==> config.mk <==
export PLATFORM = sky130hd
export DESIGN_NAME = instruction_sequencer_flat
export DESIGN_NICKNAME = d
export VERILOG_FILES = /design/src/rtl/instruction_sequencer_pkg.sv /design/src/rtl/instruction_sequencer_if.sv /design/src/rtl/instruction_sequencer_register_bank.sv /design/src/rtl/instruction_sequencer.sv /design/src/flat_wrapper.sv
export SDC_FILE = /design/constraint.sdc
export NUM_CORES = 1
export LEC_CHECK = 0
export CORE_MARGIN = 2
export CORE_UTILIZATION = 50
export DETAILED_ROUTE_END_ITERATION = 6
export PLACE_DENSITY = 0.77
export SLEW_MARGIN = 30
export SYNTH_ARGS = -nofsm -noshare
export SYNTH_HDL_FRONTEND = slang
export SYNTH_HIERARCHICAL = 1
export SYNTH_SLANG_ARGS = --single-unit
==> constraint.sdc <==
create_clock -name clock -period 2.8 [get_ports clock]
set_input_delay 0.42 -clock clock [delete_from_list [all_inputs] [get_ports clock]]
set_output_delay 0.42 -clock clock [all_outputs]
set_load 0.02 [all_outputs]
==> src/rtl/instruction_sequencer_pkg.sv <==
// instruction_sequencer_pkg: FSM encodings, opcode constants and decode helper
package instruction_sequencer_pkg;
  localparam logic [2:0] S_FETCH = 3'd0, S_DECODE = 3'd1, S_OPERAND = 3'd2, S_EXEC = 3'd3, S_WB = 3'd4;
  localparam logic [7:0] OP_MOV_AI = 8'h74, OP_MOV_AR = 8'hE8, OP_MOV_RI = 8'h78, OP_ADD = 8'h24,
                         OP_SUBB = 8'h94, OP_ANL = 8'h54, OP_ORL = 8'h44, OP_XRL = 8'h64,
                         OP_SJMP = 8'h80, OP_NOP = 8'h00;
  typedef struct packed {
    logic legal;
    logic two_byte;
    logic sjmp;
    logic wr_rn;
    logic wr_cy;
  } decode_t;
  function automatic decode_t decode(input logic [7:0] op);
    logic alu_grp, imm, rn, ri, sj;
    alu_grp = op[7:4] inside {OP_ADD[7:4], OP_SUBB[7:4], OP_ANL[7:4], OP_ORL[7:4], OP_XRL[7:4]};
    imm = (alu_grp || op[7:4] == OP_MOV_AI[7:4]) && op[3:0] == OP_ADD[3:0];
    rn = (alu_grp || op[7:4] == OP_MOV_AR[7:4]) && op[3];
    ri = op[7:3] == OP_MOV_RI[7:3];
    sj = op == OP_SJMP;
    decode.legal = imm || rn || ri || sj;
    decode.two_byte = imm || ri || sj;
    decode.sjmp = sj;
    decode.wr_rn = ri;
    decode.wr_cy = op[7:4] inside {OP_ADD[7:4], OP_SUBB[7:4]};
  endfunction
endpackage

==> src/rtl/instruction_sequencer_if.sv <==
// instruction_sequencer_if: sequencer-to-ALU operand/result bus
interface instruction_sequencer_if;
  logic [7:0] alu_opcode;
  logic [7:0] alu_operand1;
  logic [7:0] alu_operand2;
  logic [8:0] alu_result;
  logic       alu_psw_c;
  modport master(output alu_opcode, alu_operand1, alu_operand2, input alu_result, alu_psw_c);
  modport slave(input alu_opcode, alu_operand1, alu_operand2, output alu_result, alu_psw_c);
endinterface

==> src/rtl/instruction_sequencer_register_bank.sv <==
// register_bank: R0-R7, one synchronous write port and one combinational read port
module register_bank (
  input  logic       clock,
  input  logic       reset,
  input  logic       we,
  input  logic [2:0] waddr,
  input  logic [7:0] wdata,
  input  logic [2:0] raddr,
  output logic [7:0] rdata
);
  logic [7:0] r [8];
  assign rdata = r[raddr];
  // write port; reset clears every register
  always_ff @(posedge clock)
    if (reset) r <= '{default: '0};
    else if (we) r[waddr] <= wdata;
endmodule

==> src/rtl/instruction_sequencer.sv <==
// instruction_sequencer: fetch/decode/writeback controller wrapped around the ALU
module instruction_sequencer
  import instruction_sequencer_pkg::*;
#(
  parameter int                  PC_WIDTH = 16,
  parameter logic [PC_WIDTH-1:0] RESET_PC = '0
) (
  input  logic                  clock,
  input  logic                  reset,
  output logic [PC_WIDTH-1:0]   rom_addr,
  input  logic [7:0]            rom_data,
  instruction_sequencer_if.master alu,
  output logic [7:0]            acc,
  output logic                  psw_cy,
  output logic [PC_WIDTH-1:0]   pc,
  output logic                  instr_done,
  output logic                  illegal_op
);
  localparam logic [PC_WIDTH-1:0] PC_ONE = 1;
  logic [2:0] state;
  logic [7:0] ir, rn_rdata;
  decode_t d;
  assign rom_addr = pc;
  // in DECODE the opcode is still on the ROM bus, afterwards it lives in ir
  assign d = decode(state == S_DECODE ? rom_data : ir);
  register_bank u_bank (
    .clock,
    .reset,
    .we(state == S_WB && d.wr_rn),
    .waddr(ir[2:0]),
    .wdata(alu.alu_result[7:0]),
    .raddr(ir[2:0]),
    .rdata(rn_rdata)
  );
  // instruction FSM, ALU operand registers and architectural state
  always_ff @(posedge clock)
    if (reset) begin
      state <= S_FETCH;
      pc <= RESET_PC;
      ir <= '0;
      acc <= '0;
      psw_cy <= 1'b0;
      alu.alu_opcode <= OP_NOP;
      alu.alu_operand1 <= '0;
      alu.alu_operand2 <= '0;
      instr_done <= 1'b0;
      illegal_op <= 1'b0;
    end else begin
      instr_done <= state == S_WB || (state == S_OPERAND && d.sjmp);
      illegal_op <= state == S_DECODE && !d.legal;
      case (state)
        S_FETCH: begin
          pc <= pc + PC_ONE;
          state <= S_DECODE;
        end
        S_DECODE: begin
          ir <= rom_data;
          if (d.two_byte) pc <= pc + PC_ONE;
          state <= d.legal ? S_OPERAND : S_FETCH;
        end
        S_OPERAND:
          if (d.sjmp) begin
            pc <= pc + {{(PC_WIDTH-8){rom_data[7]}}, rom_data};
            state <= S_FETCH;
          end else begin
            alu.alu_opcode <= ir;
            alu.alu_operand1 <= acc;
            alu.alu_operand2 <= d.two_byte ? rom_data : rn_rdata;
            state <= S_EXEC;
          end
        S_EXEC: begin
          alu.alu_opcode <= OP_NOP;
          state <= S_WB;
        end
        S_WB: begin
          if (!d.wr_rn) acc <= alu.alu_result[7:0];
          if (d.wr_cy) psw_cy <= alu.alu_psw_c;
          state <= S_FETCH;
        end
        default: state <= S_FETCH;
      endcase
    end
endmodule

==> src/flat_wrapper.sv <==
// flat-port wrapper written by rule: the top's interface ports become plain ports
module instruction_sequencer_flat import instruction_sequencer_pkg::*;
#(
  parameter int                  PC_WIDTH = 16,
  parameter logic [PC_WIDTH-1:0] RESET_PC = '0
)
  (clock, reset, rom_addr, rom_data, acc, psw_cy, pc, instr_done, illegal_op, alu_alu_opcode, alu_alu_operand1, alu_alu_operand2, alu_alu_result, alu_alu_psw_c);
  instruction_sequencer_if alu_i ();
  input  logic clock;
  input  logic reset;
  output logic [PC_WIDTH-1:0] rom_addr;
  input  logic [7:0] rom_data;
  output logic [7:0] acc;
  output logic psw_cy;
  output logic [PC_WIDTH-1:0] pc;
  output logic instr_done;
  output logic illegal_op;
  output wire logic [$bits(alu_i.alu_opcode)-1:0] alu_alu_opcode;
  output wire logic [$bits(alu_i.alu_operand1)-1:0] alu_alu_operand1;
  output wire logic [$bits(alu_i.alu_operand2)-1:0] alu_alu_operand2;
  input wire logic [$bits(alu_i.alu_result)-1:0] alu_alu_result;
  input wire logic [$bits(alu_i.alu_psw_c)-1:0] alu_alu_psw_c;
  assign alu_alu_opcode = alu_i.alu_opcode;
  assign alu_alu_operand1 = alu_i.alu_operand1;
  assign alu_alu_operand2 = alu_i.alu_operand2;
  assign alu_i.alu_result = alu_alu_result;
  assign alu_i.alu_psw_c = alu_alu_psw_c;
  instruction_sequencer #(.PC_WIDTH(PC_WIDTH), .RESET_PC(RESET_PC)) u_core (.clock(clock), .reset(reset), .rom_addr(rom_addr), .rom_data(rom_data), .alu(alu_i), .acc(acc), .psw_cy(psw_cy), .pc(pc), .instr_done(instr_done), .illegal_op(illegal_op));
endmodule
Yosys cells after proc, flatten, opt, wreduce, memory -nomap -nowiden
Index checks and enable logic that the tools add are counted.
W data, S select, Z words.

operators by class
  add/subtract/negate cells = 2
  order comparisons = 2
  eq/ne operators = 17
  multiplexer cells = 16
  bitwise gates (word level) = 3
  reduce and logical (&&, ||, !) cells = 25

operators by type and width
  operator                 number
  $bwmux W64               1
  $mux W8                  6
  $pmux W16 S3             1
  $mux W16                 2
  $bmux W8 S3              1
  $demux W8 S3             1
  $eq A4 B3 Y1 const B     5
  $add A16 B1 Y16 const B  1
  $add A16 B16 Y16         1
  $pmux W8 S2              1
  $pmux W3 S4              1
  $eq A4 B4 Y1 const B     2
  $eq A8 B8 Y1 const B     1
  $logic_or A1 B1 Y1       8
  $reduce_and A2 Y1        4
  $eq A3 B2 Y1 const B     2
  $logic_and A1 B1 Y1      6
  $eq A5 B4 Y1 const B     1
  $reduce_bool A5 Y1       1
  $eq A4 B2 Y1 const B     1
  $ge A4 B4 Y1 const B     1
  $lt A4 B1 Y1 const B     1
  $mux W2                  2
  $ne A2 B1 Y1 const B     2
  10 further kinds         12

word-level totals
  register bits after elaboration = 126
  input port bits = 20
  output and inout bits = 67

Depth between registers and ports, before layout
Gate-level depths: netlist of run 1.

  word-level depth = 11
  gate-level depth with buffers = 12
  gate-level depth less buffers = 11

Cells and area by module
Netlist of run 1, hierarchy kept.

by module, submodules not included
  module                 instances  cells each  area each (µm²)  seq. area each (µm²)
  instruction_sequencer  1          398         3407.0           1241.2
  register_bank          1          301         2925.3           1281.2

Least setup slack after synthesis of run 1
No wires, ideal clock.

  kind = reg2reg
  from = register u_core.state[1]
  to = register u_core.pc[14]
  library setup time = 136 ps
  arrival = 2822 ps
  required time = 2664 ps
  setup slack = -158 ps
  cell stages (with the launch flop) = 12
  buffers on the path = 0
  period minus slack after synthesis = 2958 ps
  cells stage by stage = dfxtp_1 -> nand2b_1 -> or3_1 -> ha_1 -> fa_1 -> a211oi_1 -> nor2_1 -> o31ai_1 -> a21oi_1 -> o41ai_1 -> xor2_1 -> a211oi_2

on the way
  word-level cells in the longest chain between the ends = 10
  elaborated cells on any way between the ends = 23
  classes of those cells = 13 x eq/ne; 2 x mux; 8 x reduce/logical

ends and longest elaborated chain
  item                                  line                                                      RTL
  from (decl)                           instruction_sequencer.sv:20                               logic [2:0] state;
  from (signal assigned)                instruction_sequencer.sv:59                               state <= d.legal ? S_OPERAND : S_FETCH;
  $eq A3 B1 Y1                          instruction_sequencer.sv:25, instruction_sequencer.sv:51
  $mux W8                               -
  $eq A4 B2 Y1 (tied with other cells)  instruction_sequencer_pkg.sv:16                           alu_grp = op[7:4] inside {OP_ADD[7:4], OP_SUBB[7:4], OP_ANL[7:4], OP_ORL[7:4], OP_XRL[7:4]};
  $reduce_bool A5 Y1                    instruction_sequencer_pkg.sv:16
  $logic_or A1 B1 Y1                    instruction_sequencer_pkg.sv:17                           imm = (alu_grp || op[7:4] == OP_MOV_AI[7:4]) && op[3:0] == OP_ADD[3:0];
  $logic_and A1 B1 Y1                   instruction_sequencer_pkg.sv:17
  $logic_or A1 B1 Y1 (2 in series)      instruction_sequencer_pkg.sv:22                           decode.two_byte = imm || ri || sj;
  $ne A2 B1 Y1 (no source line)         -
  $reduce_and A3 Y1 (no source line)    -
  to (signal assigned)                  instruction_sequencer.sv:53                               pc <= pc + PC_ONE;
  to (signal assigned)                  instruction_sequencer.sv:58                               if (d.two_byte) pc <= pc + PC_ONE;
  to (signal assigned)                  instruction_sequencer.sv:63                               pc <= pc + {{(PC_WIDTH-8){rom_data[7]}}, rom_data};
  to (decl)                             instruction_sequencer.sv:15                               output logic [PC_WIDTH-1:0] pc,

Parallel ways exist; a longest one is shown, timed or not.
A chain may end at the register's enable or synchronous reset.

Worst setup path in the final report of run 1
  from = register u_core.state[2]
  to = register u_core.state[1]

on the way
  word-level cells in the longest chain between the ends = 11
  elaborated cells on any way between the ends = 26
  classes of those cells = 13 x eq/ne; 4 x mux; 9 x reduce/logical

ends and longest elaborated chain
  item                                    line                                                              RTL
  $eq A3 B1 Y1                            instruction_sequencer.sv:25, instruction_sequencer.sv:51
  $mux W8                                 -
  $eq A4 B2 Y1 (tied with other cells)    instruction_sequencer_pkg.sv:16
  $reduce_bool A5 Y1                      instruction_sequencer_pkg.sv:16
  $logic_or A1 B1 Y1 (on tied branches)   instruction_sequencer_pkg.sv:17, instruction_sequencer_pkg.sv:18
  $logic_and A1 B1 Y1 (on tied branches)  instruction_sequencer_pkg.sv:17, instruction_sequencer_pkg.sv:18
  $logic_or A1 B1 Y1 (3 in series)        instruction_sequencer_pkg.sv:21                                   decode.legal = imm || rn || ri || sj;
  $mux W2                                 instruction_sequencer.sv:59
  $pmux W3 S4 *                           instruction_sequencer.sv:51                                       case (state)

Mark *: on every way between the ends. The rest lies on a longest branch, timed or not.

==> results of run 1 <==
placed cells by master, fill, tap and decap left out, types with 7 or more instances in the layout:
cell	count
ha_1	14
nor3_1	11
a21oi_1	76
nor2_1	66
and3_1	7
mux2i_1	46
buf_4	65
clkbuf_16	17
a22oi_1	10
clkdlybuf4s50_1	83
nand2_1	132
o21ai_0	9
mux2_2	10
mux4_1	12
dfxtp_1	125
metal layers:
layer / vias up / share of wire / global-route usage / routed length, µm
met2: 196 / 0.50 / 0.444 / 8580
met5: - / 0 / 0 / 0
met4: 0 / 0.024 / 0.104 / 410
met1: 2695 / 0.42 / 0.307 / 7250
met3: 35 / 0.050 / 0.0457 / 852
li1: 2659 / - / - / -
worst register-to-register path, cell delays in order (launching register included):
cell	delay, ps
dfxtp_1	310
buf_4	140
buf_4	150
or3b_2	500
buf_4	200
a21oi_1	140
a22oi_1	130
buf_4	160
a211oi_1	360
o211ai_1	200
a22oi_1	220
nor3_1	70
how the worst max path moves through the flow:
stage	startpoint	to	slack, ps
finish	u_core/state[2]	u_core/state[1]	70
global route	u_core/state[2]	u_core/state[1]	-10
CTS	rom_data[0]	u_core/pc[8]	6
detailed placement	rom_data[0]	u_core/pc[8]	-410
global placement	rom_data[0]	u_core/pc[8]	-430
floorplan	u_core/state[0]	u_core/pc[15]	8
flip-flops by register name (all words and copies together), names as in the netlist:
name / count
u_core/u_bank/r: 64
u_core/pc: 16
u_core/acc: 8
u_core/alu.alu_opcode: 8
u_core/alu.alu_operand1: 8
u_core/alu.alu_operand2: 8
u_core/ir: 8
u_core/state: 3
u_core/illegal_op: 1
u_core/instr_done: 1
u_core/psw_cy: 1
power by group through the flow:
| stage | clock (mW) | combinational [mW] | sequential (mW) |
|---|---|---|---|
| 4_1_cts | 2.33 | 0.486 | 1.86 |
| 6_report | 2.31 | 0.500 | 1.86 |
| 3_5_place_dp | 0 | 0.480 | 1.89 |
| 3_3_place_gp | 0 | 0.468 | 1.89 |
| 2_1_floorplan | 0 | 0.292 | 1.90 |
| 5_1_grt | 2.42 | 0.534 | 1.86 |
logic make-up after synthesis:
| group | synth area share |
|---|---|
| AND/OR/NAND/NOR | 0.191 |
| AO/OA/AOI/OAI | 0.139 |
| adder cells (fa/ha/maj) | 0.0328 |
| flip-flops | 0.398 |
| multiplexers | 0.159 |
| buffers and inverters | 0.0636 |
| XOR/XNOR | 0.0152 |
timing repair:
action	CTS	global route
pin swaps	1	6
setup endpoints to repair	6	23
resized for setup	2	16
setup buffers	0	6
area by class of cell:
type                       count  share of cell area
sequential                   126               0.304
timing repair buffer         154               0.170
tap                          172              0.0259
multi-input combinational    500               0.422
clock buffer                  20              0.0563
inverter                       5             0.00226
clock inverter                12              0.0190
==> summary.md, run 1 <==
- DRC violation total after the first TritonRoute iteration: 522
- Placed Area: 7550 µm²
- critical path, cell by cell: buf_4 -> buf_4 -> or3b_2 -> buf_4 -> a21oi_1 -> a22oi_1 -> buf_4 -> a211oi_1 -> o211ai_1 -> a22oi_1 -> nor3_1
- clock tree skew after final layout: 10.5 ps
- global-route wire length before repair: 26600 µm
- core footprint: 12500 µm²
- chip height: 117 µm
- clock-pin slew on the worst setup and hold paths: 60 ps
- Synthesized Nets: 735
- initial antenna violation count: 0
- Gate Count Post-Synth: 699
- Die Footprint: 13600 µm²
- arrival time worst endpoint: 2990 ps
- source of the worst hold timing path: u_core/u_bank/r[58]
- stages on the worst setup path: 11
- startpoint of the most critical register-to-register path: u_core/state[2]
- post-layout net count: 840
- source-to-sink clock delay at the later pin of the worst-skew pair: 420 ps
- Worst Tran Pin Value: 754 ps
- top post-synthesis cells by area: dfxtp_1 40%, nand2_1 7.8%, mux2i_1 7.3%
- number of detailed-routing iterations run before antenna repair: 5
- detailed-route vias per instance: 5.65
- Root Buffer Master: clkbuf_16
- yosys synthesis warning count: 6
- Sum Neg Setup Slack: 0 ps
- mean routed wirelength per cell: 17.3 µm
- Overall Global Routing Usage: 0.253
- GRT overflow: 0
- effective utilization at floorplan: 0.508
- pin count of the biggest net entering global routing: 70
- Worst R2R Setup Slack: 70 ps
- maximum fanout count along the critical path: 11
- top cells by instance count after synthesis: 132 x nand2_1, 126 x dfxtp_1, 76 x a21oi_1
- number of max-cap violations: 0
- vias: 5585
- clock network fraction of total power: 0.495
- portion of total power attributed to combinational logic: 0.107
- post-route standard cell area excluding fillers: 8300 µm²
- count of buffering cells on the critical path with inverters included: 4
- post-layout minimum cycle time: 2730 ps
- Post-Route Hold Slack: 455 ps
- leading area contributor after synthesis: dfxtp_1
- post-route DRC violation count: 0
- outcome: finished clean
- top_reg_cell synth: dfxtp_1
- worst supply voltage drop on vdd: 0.433 mV
- CTS max path bufs: 2
- hold buffers post-CTS: 0
- post-synthesis sequential element count: 126
- H-tree depth reported by CTS: 4
- share of layout cells above drive strength 1: 0.185
- CP top delay family: compound AO/OA/AOI/OAI gates
- routability congestion estimate: 0.925
- share of flip-flops with an asynchronous set or reset: 0
- final max-slew violation count: 0
- share of Yosys cell area claimed by the top area cell type: 0.398
- leakage power of the design: 3.20 nW
- I/O Buffers: 85
- number of distinct library cells after synthesis: 69
- most used cell along the critical path: buf_4
- Peak Freq: 366 MHz
- crit start category: register
- power density relative to cell area: 563 nW/µm²
- count of nets left with antenna violations after detail routing: 0
- via count of the first global-routing pass: 5375
- end of the worst register-to-register path: u_core/state[1]
- stage delay of the slowest cell on the critical path: 490 ps
- least setup slack across all paths after layout: 68.2 ps
- Sinks on Clock Net: 126
- number of core rows: 41
- worst hold endpoint: u_core/u_bank/r[58]
- cell with the largest stage delay on the worst path: or3b_2
- most instantiated library cell after synthesis: nand2_1
- kind of path behind the tightest hold check: reg2reg
- sequential share of the synthesized area: 0.398
- WP data required: 3060 ps
- Relative slew margins: 0.497
- overall power consumption: 4.67 mW
- Cell Count, Final, Fillers Out: 989
- Cell Area, Synth: 6330 µm²
- area grow syn2layout: 31.0%
- worst-case setup slack after placement: -414 ps
- TritonCTS clock tree: built
- final worst-path cycle share: 0.976
- sequential share of power: 0.398
- area occupied by multi-input gates: 3500 µm²
- post-layout util: 0.665
- Routed WL: 17100 µm
- endpoint class of the critical path: register
- Seq. cell area: 2520 µm²
- Die Span X: 117 µm
- count of flip-flops with a built-in enable after synthesis: 0
- count of final hold-check violations: 0
- # diodes: 0
- logic depth of the worst register-to-register path: 11
- number of stages on the worst hold path: 2
- number of buffers inserted during clock tree synthesis: 17
- net switching power: 1.14 mW
- internal power: 3.53 mW
- instance count after placement with tap cells included: 951
- Final Setup Violations: 0
- DP HPWL: 11400 µm
- WS Path Type: reg2reg
- switching power share of the total: 0.245
- post-synthesis area per instance: 9.06 µm²
- number of top-level design ports: 87
- number of fillers in the final layout: 953
- unrepaired setup endpoints after global routing: yes
No activity file was read; power rests on OpenSTA's default activity.
==> run 2: changes to the inputs <==
GPL_ROUTABILITY_DRIVEN = 0   (was not set)
==> run 2 against run 1 <==
Effect of this change:
- combinational power increased by 0.8%
- global-route usage shrank 0.89 points
- wire length down 2.8%
- largest power group unchanged
==> summary.md, run 2 (synthesized netlist as in run 1, its figures left out) <==
- stages on the worst setup path: 9, was 11
- mean routed wirelength per cell: 16.8 µm, was 17.3 µm
- Worst Tran Pin Value: 753 ps, was 754 ps
- number of core rows: 41, unchanged
- via count of the first global-routing pass: 5241, was 5375
- hold buffers post-CTS: 0, unchanged
- post-route DRC violation count: 0, unchanged
- stage delay of the slowest cell on the critical path: 470 ps, was 490 ps
- Die Span X: 117 µm, unchanged
- detailed-route vias per instance: 5.62, was 5.65
- TritonCTS clock tree: built, unchanged
- Post-Route Hold Slack: 444 ps, was 455 ps
- final max-slew violation count: 0, unchanged
- critical path, cell by cell: buf_4 -> or3b_2 -> o31ai_2 -> nor2b_4 -> clkdlybuf4s15_2 -> and4bb_2 -> buf_12 -> mux2i_1 -> nor2_1, was buf_4 -> buf_4 -> or3b_2 -> buf_4 -> a21oi_1 -> a22oi_1 -> buf_4 -> a211oi_1 -> o211ai_1 -> a22oi_1 -> nor3_1
- chip height: 117 µm, unchanged
- number of detailed-routing iterations run before antenna repair: 5, unchanged
- number of max-cap violations: 0, unchanged
- power density relative to cell area: 550 nW/µm², was 563 nW/µm²
- vias: 5554, was 5585
- leading registers by flop count: u_core/u_bank/r (64), u_core/pc (16), unchanged
- clock tree skew after final layout: 8.42 ps, was 10.5 ps
- final worst-path cycle share: 0.973, was 0.976
- startpoint of the most critical register-to-register path: u_core/state[0], was u_core/state[2]
- arrival time worst endpoint: 2990 ps, about the same
- initial antenna violation count: 0, unchanged
- kind of path behind the tightest hold check: in2reg, was reg2reg
- worst supply voltage drop on vdd: 0.416 mV, was 0.433 mV
- effective utilization at floorplan: 0.508, unchanged
- unrepaired setup endpoints after global routing: yes, unchanged
- cell with the largest stage delay on the worst path: or3b_2, unchanged
- Sinks on Clock Net: 126, unchanged
- source-to-sink clock delay at the later pin of the worst-skew pair: 420 ps, about the same
- Worst R2R Setup Slack: 70 ps, about the same
- number of buffers inserted during clock tree synthesis: 17, unchanged
- end point of the critical path: u_core/u_bank/r[24], was u_core/state[1]
- Final Setup Violations: 0, unchanged
- overall power consumption: 4.59 mW, was 4.67 mW
- flip-flop count of the largest register, all copies and words added: 64, unchanged
- maximum fanout count along the critical path: 8, was 11
- Root Buffer Master: clkbuf_16, unchanged
- # diodes: 0, unchanged
- global-route wire length before repair: 25700 µm, was 26600 µm
- largest register by flop count: u_core/u_bank/r, unchanged
- DP HPWL: 11300 µm, was 11400 µm
- end of the worst register-to-register path: u_core/u_bank/r[24], was u_core/state[1]
- WP data required: 3070 ps, was 3060 ps
- DRC violation total after the first TritonRoute iteration: 456, was 522
- pin count of the biggest net entering global routing: 72, was 70
- count of nets left with antenna violations after detail routing: 0, unchanged
- Relative slew margins: 0.498, was 0.497
- CTS max path bufs: 2, unchanged
- Routed WL: 16600 µm, was 17100 µm
- area grow syn2layout: 31.9%, was 31.0%
- outcome: finished clean, unchanged
- Die Footprint: 13600 µm², unchanged
- GRT overflow: 0, unchanged
- endpoint class of the critical path: register, unchanged
- number of fillers in the final layout: 927, was 953
- I/O Buffers: 85, unchanged
- logic depth of the worst register-to-register path: 9, was 11
- Peak Freq: 367 MHz, was 366 MHz
- leakage power of the design: 3.18 nW, was 3.20 nW
- post-layout minimum cycle time: 2730 ps, about the same
- crit start category: register, unchanged
- count of final hold-check violations: 0, unchanged
- post-layout net count: 839, was 840
- commonest non-fill, non-tap cell in the layout: nand2_1, unchanged
- share of layout cells above drive strength 1: 0.188, was 0.185
- clock-pin slew on the worst setup and hold paths: 60 ps, about the same
- Overall Global Routing Usage: 0.244, was 0.253
- most frequent cells in the layout: 132 x nand2_1, 125 x dfxtp_1, 83 x clkdlybuf4s50_1, 73 x a21oi_1, 66 x nor2_1, was 132 x nand2_1, 125 x dfxtp_1, 83 x clkdlybuf4s50_1, 76 x a21oi_1, 66 x nor2_1
- number of top-level design ports: 87, unchanged
- H-tree depth reported by CTS: 4, unchanged
- Critical Path Source: u_core/state[0], was u_core/state[2]
- count of buffering cells on the critical path with inverters included: 3, was 4
- WS Path Type: reg2reg, unchanged
- CP top delay family: simple AND/OR/NAND/NOR gates, was compound AO/OA/AOI/OAI gates
- core footprint: 12500 µm², unchanged
[run 2: cell types whose count changed in the layout (fill, tap and decap cells not counted), moves of 3 or more]
cell / previous run / this run
a21oi_1: 76 / 73
a21oi_2: 1 / 4
clkbuf_1: 0 / 3
ha_1: 14 / 11
ha_4: 1 / 4
inv_6: 3 / 0
[run 2: what timing repair did]
item,CTS,global route
endpoints found under the hold margin,0,0
gates resized for setup,2,23
endpoints found under the setup margin,3,17
pin swaps,1,9
buffers inserted,1,3
cloned,0,1
[run 2: how the worst min path moves through the flow]
stage                   startpoint                   to  depth (start not counted)
6_report               rom_data[0]         u_core/ir[0]                          4
5_1_grt        u_core/u_bank/r[61]  u_core/u_bank/r[61]                          2
4_1_cts        u_core/u_bank/r[61]  u_core/u_bank/r[61]                          2
3_5_place_dp   u_core/u_bank/r[61]  u_core/u_bank/r[61]                          2
3_3_place_gp    u_core/u_bank/r[2]   u_core/u_bank/r[2]                          2
2_1_floorplan  u_core/u_bank/r[32]  u_core/u_bank/r[32]                          2
[run 2: cell type report]
class / instances / area (µm²) / share of cell area
sequential: 126 / 2520 / 0.302
multi-input combinational: 500 / 3560 / 0.427
clock inverter: 10 / 138 / 0.0165
clock buffer: 22 / 464 / 0.0556
inverter: 5 / 18.8 / 0.00225
tap: 172 / 215 / 0.0258
timing repair buffer: 153 / 1430 / 0.171
[run 2: metal layers]
layer  GRT usage  routed length (µm)
met1       0.294                7030
met2       0.423                8500
met3      0.0581                 882
met4      0.0941                 201
met5           0                   0
[run 2: worst reg2reg max path: stages (launching register included)]
cell and delay [ps]:
dfxtp_1 400, buf_4 170, or3b_2 470, o31ai_2 330, nor2b_4 240, clkdlybuf4s15_2 280
and4bb_2 280, buf_12 140, mux2i_1 200, nor2_1 60
[run 2: power breakdown]
part | internal [mW] | switching [mW]
Sequential | 1.82 | 0.0318
Clock | 1.44 | 0.795
Combinational | 0.229 | 0.275
[run 2: through the flow]
stage          setup TNS, ps  setup slack [ps]  cell area, µm²   util  instances
6_report                   0              75.0            8350  0.670        988
5_1_grt                -55.6             -32.6            8350  0.670        988
4_1_cts                    0              10.2            8190  0.657        984
3_5_place_dp           -2820              -446            7570  0.608        951
3_3_place_gp           -2570              -463            7570  0.608        951
2_1_floorplan              0              7.76            6350      -        699
==> run 3: changes to the inputs <==
==> constraint.sdc (replaced) <==
create_clock -name clock -period 2.8 [get_ports clock]
set_input_delay 0.28 -clock clock [delete_from_list [all_inputs] [get_ports clock]]
set_output_delay 0.28 -clock clock [all_outputs]
set_load 0.02 [all_outputs]
==> run 3 against run 2 <==
Effect of this change:
- global-route usage increased by 0.44 points
- via count increased by 0.32%
- critical endpoint is now u_core/pc[8]
- highest routed layer unchanged
- clock power decreased by 4%
- largest power group unchanged
==> summary.md, run 3 (synthesized netlist as in run 1, its figures left out) <==
- Die Span X: 117 µm, unchanged
- final max-slew violation count: 0, unchanged
- logic depth of the worst register-to-register path: 11, was 9
- DRC violation total after the first TritonRoute iteration: 398, was 456
- TritonCTS clock tree: built, unchanged
- Worst R2R Setup Slack: 20 ps, was 70 ps
- GRT overflow: 0, unchanged
- number of buffers inserted during clock tree synthesis: 17, unchanged
- post-route DRC violation count: 0, unchanged
- crit start category: register, unchanged
- detailed-route vias per instance: 5.70, was 5.62
- source-to-sink clock delay at the later pin of the worst-skew pair: 420 ps, about the same
- share of layout cells above drive strength 1: 0.185, was 0.188
- outcome: finished clean, unchanged
- flip-flop count of the largest register, all copies and words added: 64, unchanged
- instance count after placement with tap cells included: 938, was 951
- Cell Count, Final, Fillers Out: 978, was 988
- post-layout net count: 829, was 839
- WS Path Type: reg2reg, unchanged
- hold buffers post-CTS: 0, unchanged
- pin count of the biggest net entering global routing: 70, was 72
- Worst Tran Pin Value: 770 ps, was 753 ps
- Post-Route Hold Slack: 401 ps, was 444 ps
- global-route wire length before repair: 26400 µm, was 25700 µm
- Overall Global Routing Usage: 0.249, was 0.244
- largest register by flop count: u_core/u_bank/r, unchanged
- H-tree depth reported by CTS: 4, unchanged
- WP data required: 3080 ps, was 3070 ps
- Relative slew margins: 0.486, was 0.498
- Final Setup Violations: 0, unchanged
- via count of the first global-routing pass: 5346, was 5241
- clock tree skew after final layout: 6.82 ps, was 8.42 ps
- area grow syn2layout: 30.4%, was 31.9%
- post-layout minimum cycle time: 2780 ps, was 2730 ps
- end of the worst register-to-register path: u_core/pc[8], was u_core/u_bank/r[24]
- endpoint class of the critical path: register, unchanged
- Root Buffer Master: clkbuf_16, unchanged
- worst hold endpoint: u_core/acc[4], was u_core/ir[0]
- # diodes: 0, unchanged
- clock-pin slew on the worst setup and hold paths: 60 ps, about the same
- number of detailed-routing iterations run before antenna repair: 5, unchanged
- effective utilization at floorplan: 0.508, unchanged
- source of the worst hold timing path: reset, was rom_data[0]
- initial antenna violation count: 0, unchanged
- vias: 5572, was 5554
- count of nets left with antenna violations after detail routing: 0, unchanged
- commonest non-fill, non-tap cell in the layout: nand2_1, unchanged
- unrepaired setup endpoints after global routing: yes, unchanged
- maximum fanout count along the critical path: 3, was 8
- leakage power of the design: 3.13 nW, was 3.18 nW
- arrival time worst endpoint: 3050 ps, was 2990 ps
- worst supply voltage drop on vdd: 0.436 mV, was 0.416 mV
- DP HPWL: 11400 µm, was 11300 µm
- power density relative to cell area: 549 nW/µm², was 550 nW/µm²
- Routed WL: 16800 µm, was 16600 µm
- final worst-path cycle share: 0.991, was 0.973
- CTS max path bufs: 2, unchanged
- number of stages on the worst hold path: 2, was 4
- number of top-level design ports: 87, unchanged
- I/O Buffers: 85, unchanged
- kind of path behind the tightest hold check: in2reg, unchanged
- Die Footprint: 13600 µm², unchanged
- count of final hold-check violations: 0, unchanged
- number of max-cap violations: 0, unchanged
- core footprint: 12500 µm², unchanged
- leading registers by flop count: u_core/u_bank/r (64), u_core/pc (16), unchanged
- mean routed wirelength per cell: 17.2 µm, was 16.8 µm
- most frequent cells in the layout: 132 x nand2_1, 123 x dfxtp_1, 84 x clkdlybuf4s50_1, 74 x a21oi_1, 66 x nor2_1, was 132 x nand2_1, 125 x dfxtp_1, 83 x clkdlybuf4s50_1, 73 x a21oi_1, 66 x nor2_1
- Peak Freq: 360 MHz, was 367 MHz
- startpoint of the most critical register-to-register path: u_core/state[2], was u_core/state[0]
- Sinks on Clock Net: 126, unchanged
- chip height: 117 µm, unchanged
- number of core rows: 41, unchanged
==> run 3: power by group <==
part           total, mW  leakage (nW)  switching (mW)  internal [mW]
sequential          1.86          1.02          0.0370           1.82
combinational      0.526          1.83           0.281          0.245
clock               2.15         0.282           0.821           1.33
==> run 3: final cells by class <==
type	instances	area [µm²]
Fill cell	969	4210
Tap cell	172	215
Clock buffer	18	439
Clock inverter	14	143
Multi-Input combinational cell	500	3550
Timing Repair Buffer	143	1360
Sequential cell	126	2530
Inverter	5	18.8
==> run 3: through the flow <==
stage	setup TNS (ps)	total power [mW]	area [µm²]	worst slack (ps)	utilization
after floorplan	0	2.20	6350	7.76	-
after global placement	-1240	2.35	7440	-313	0.597
after detailed placement	-1570	2.36	7440	-302	0.597
after CTS	0	4.51	8040	1.76	0.645
after global routing	-309	4.69	8260	-62.5	0.662
final	0	4.53	8260	24.0	0.662
==> run 3: worst max-delay path by stage <==
stage	from	endpoint	slack (ps)	cells past startpoint
final	u_core/state[2]	u_core/pc[8]	20	11
after global routing	u_core/state[2]	u_core/pc[15]	-60	13
after CTS	u_core/state[2]	u_core/u_bank/r[59]	2	10
after detailed placement	rom_data[0]	u_core/pc[8]	-300	11
after global placement	rom_data[0]	u_core/pc[8]	-310	11
after floorplan	u_core/state[0]	u_core/pc[15]	8	12
==> run 3: critical path, stage by stage (launching register included) <==
cell	delay, ps
dfxtp_2	330
nand2b_4	140
or3_4	340
ha_4	180
fa_2	370
a211oi_2	240
nor2_2	80
or2_4	230
a221o_1	330
xor2_1	150
mux2i_1	180
nor2_1	60
==> run 3: per-layer routing <==
layer  vias to the layer above  GRT usage  wire, µm  share of wire
li1                       2651          -         -              -
met1                      2705      0.295      6930           0.41
met2                       181      0.438      8630           0.51
met3                        35     0.0535       869          0.052
met4                         0      0.100       395          0.023
met5                         -          0         0              0
==> run 3: timing repair <==
item | 4_1_cts | 5_1_grt
gates resized for setup | 5 | 29
setup buffers | 1 | 5
gates cloned | 0 | 2
endpoints found under the setup margin | 3 | 30
pin swaps | 2 | 8
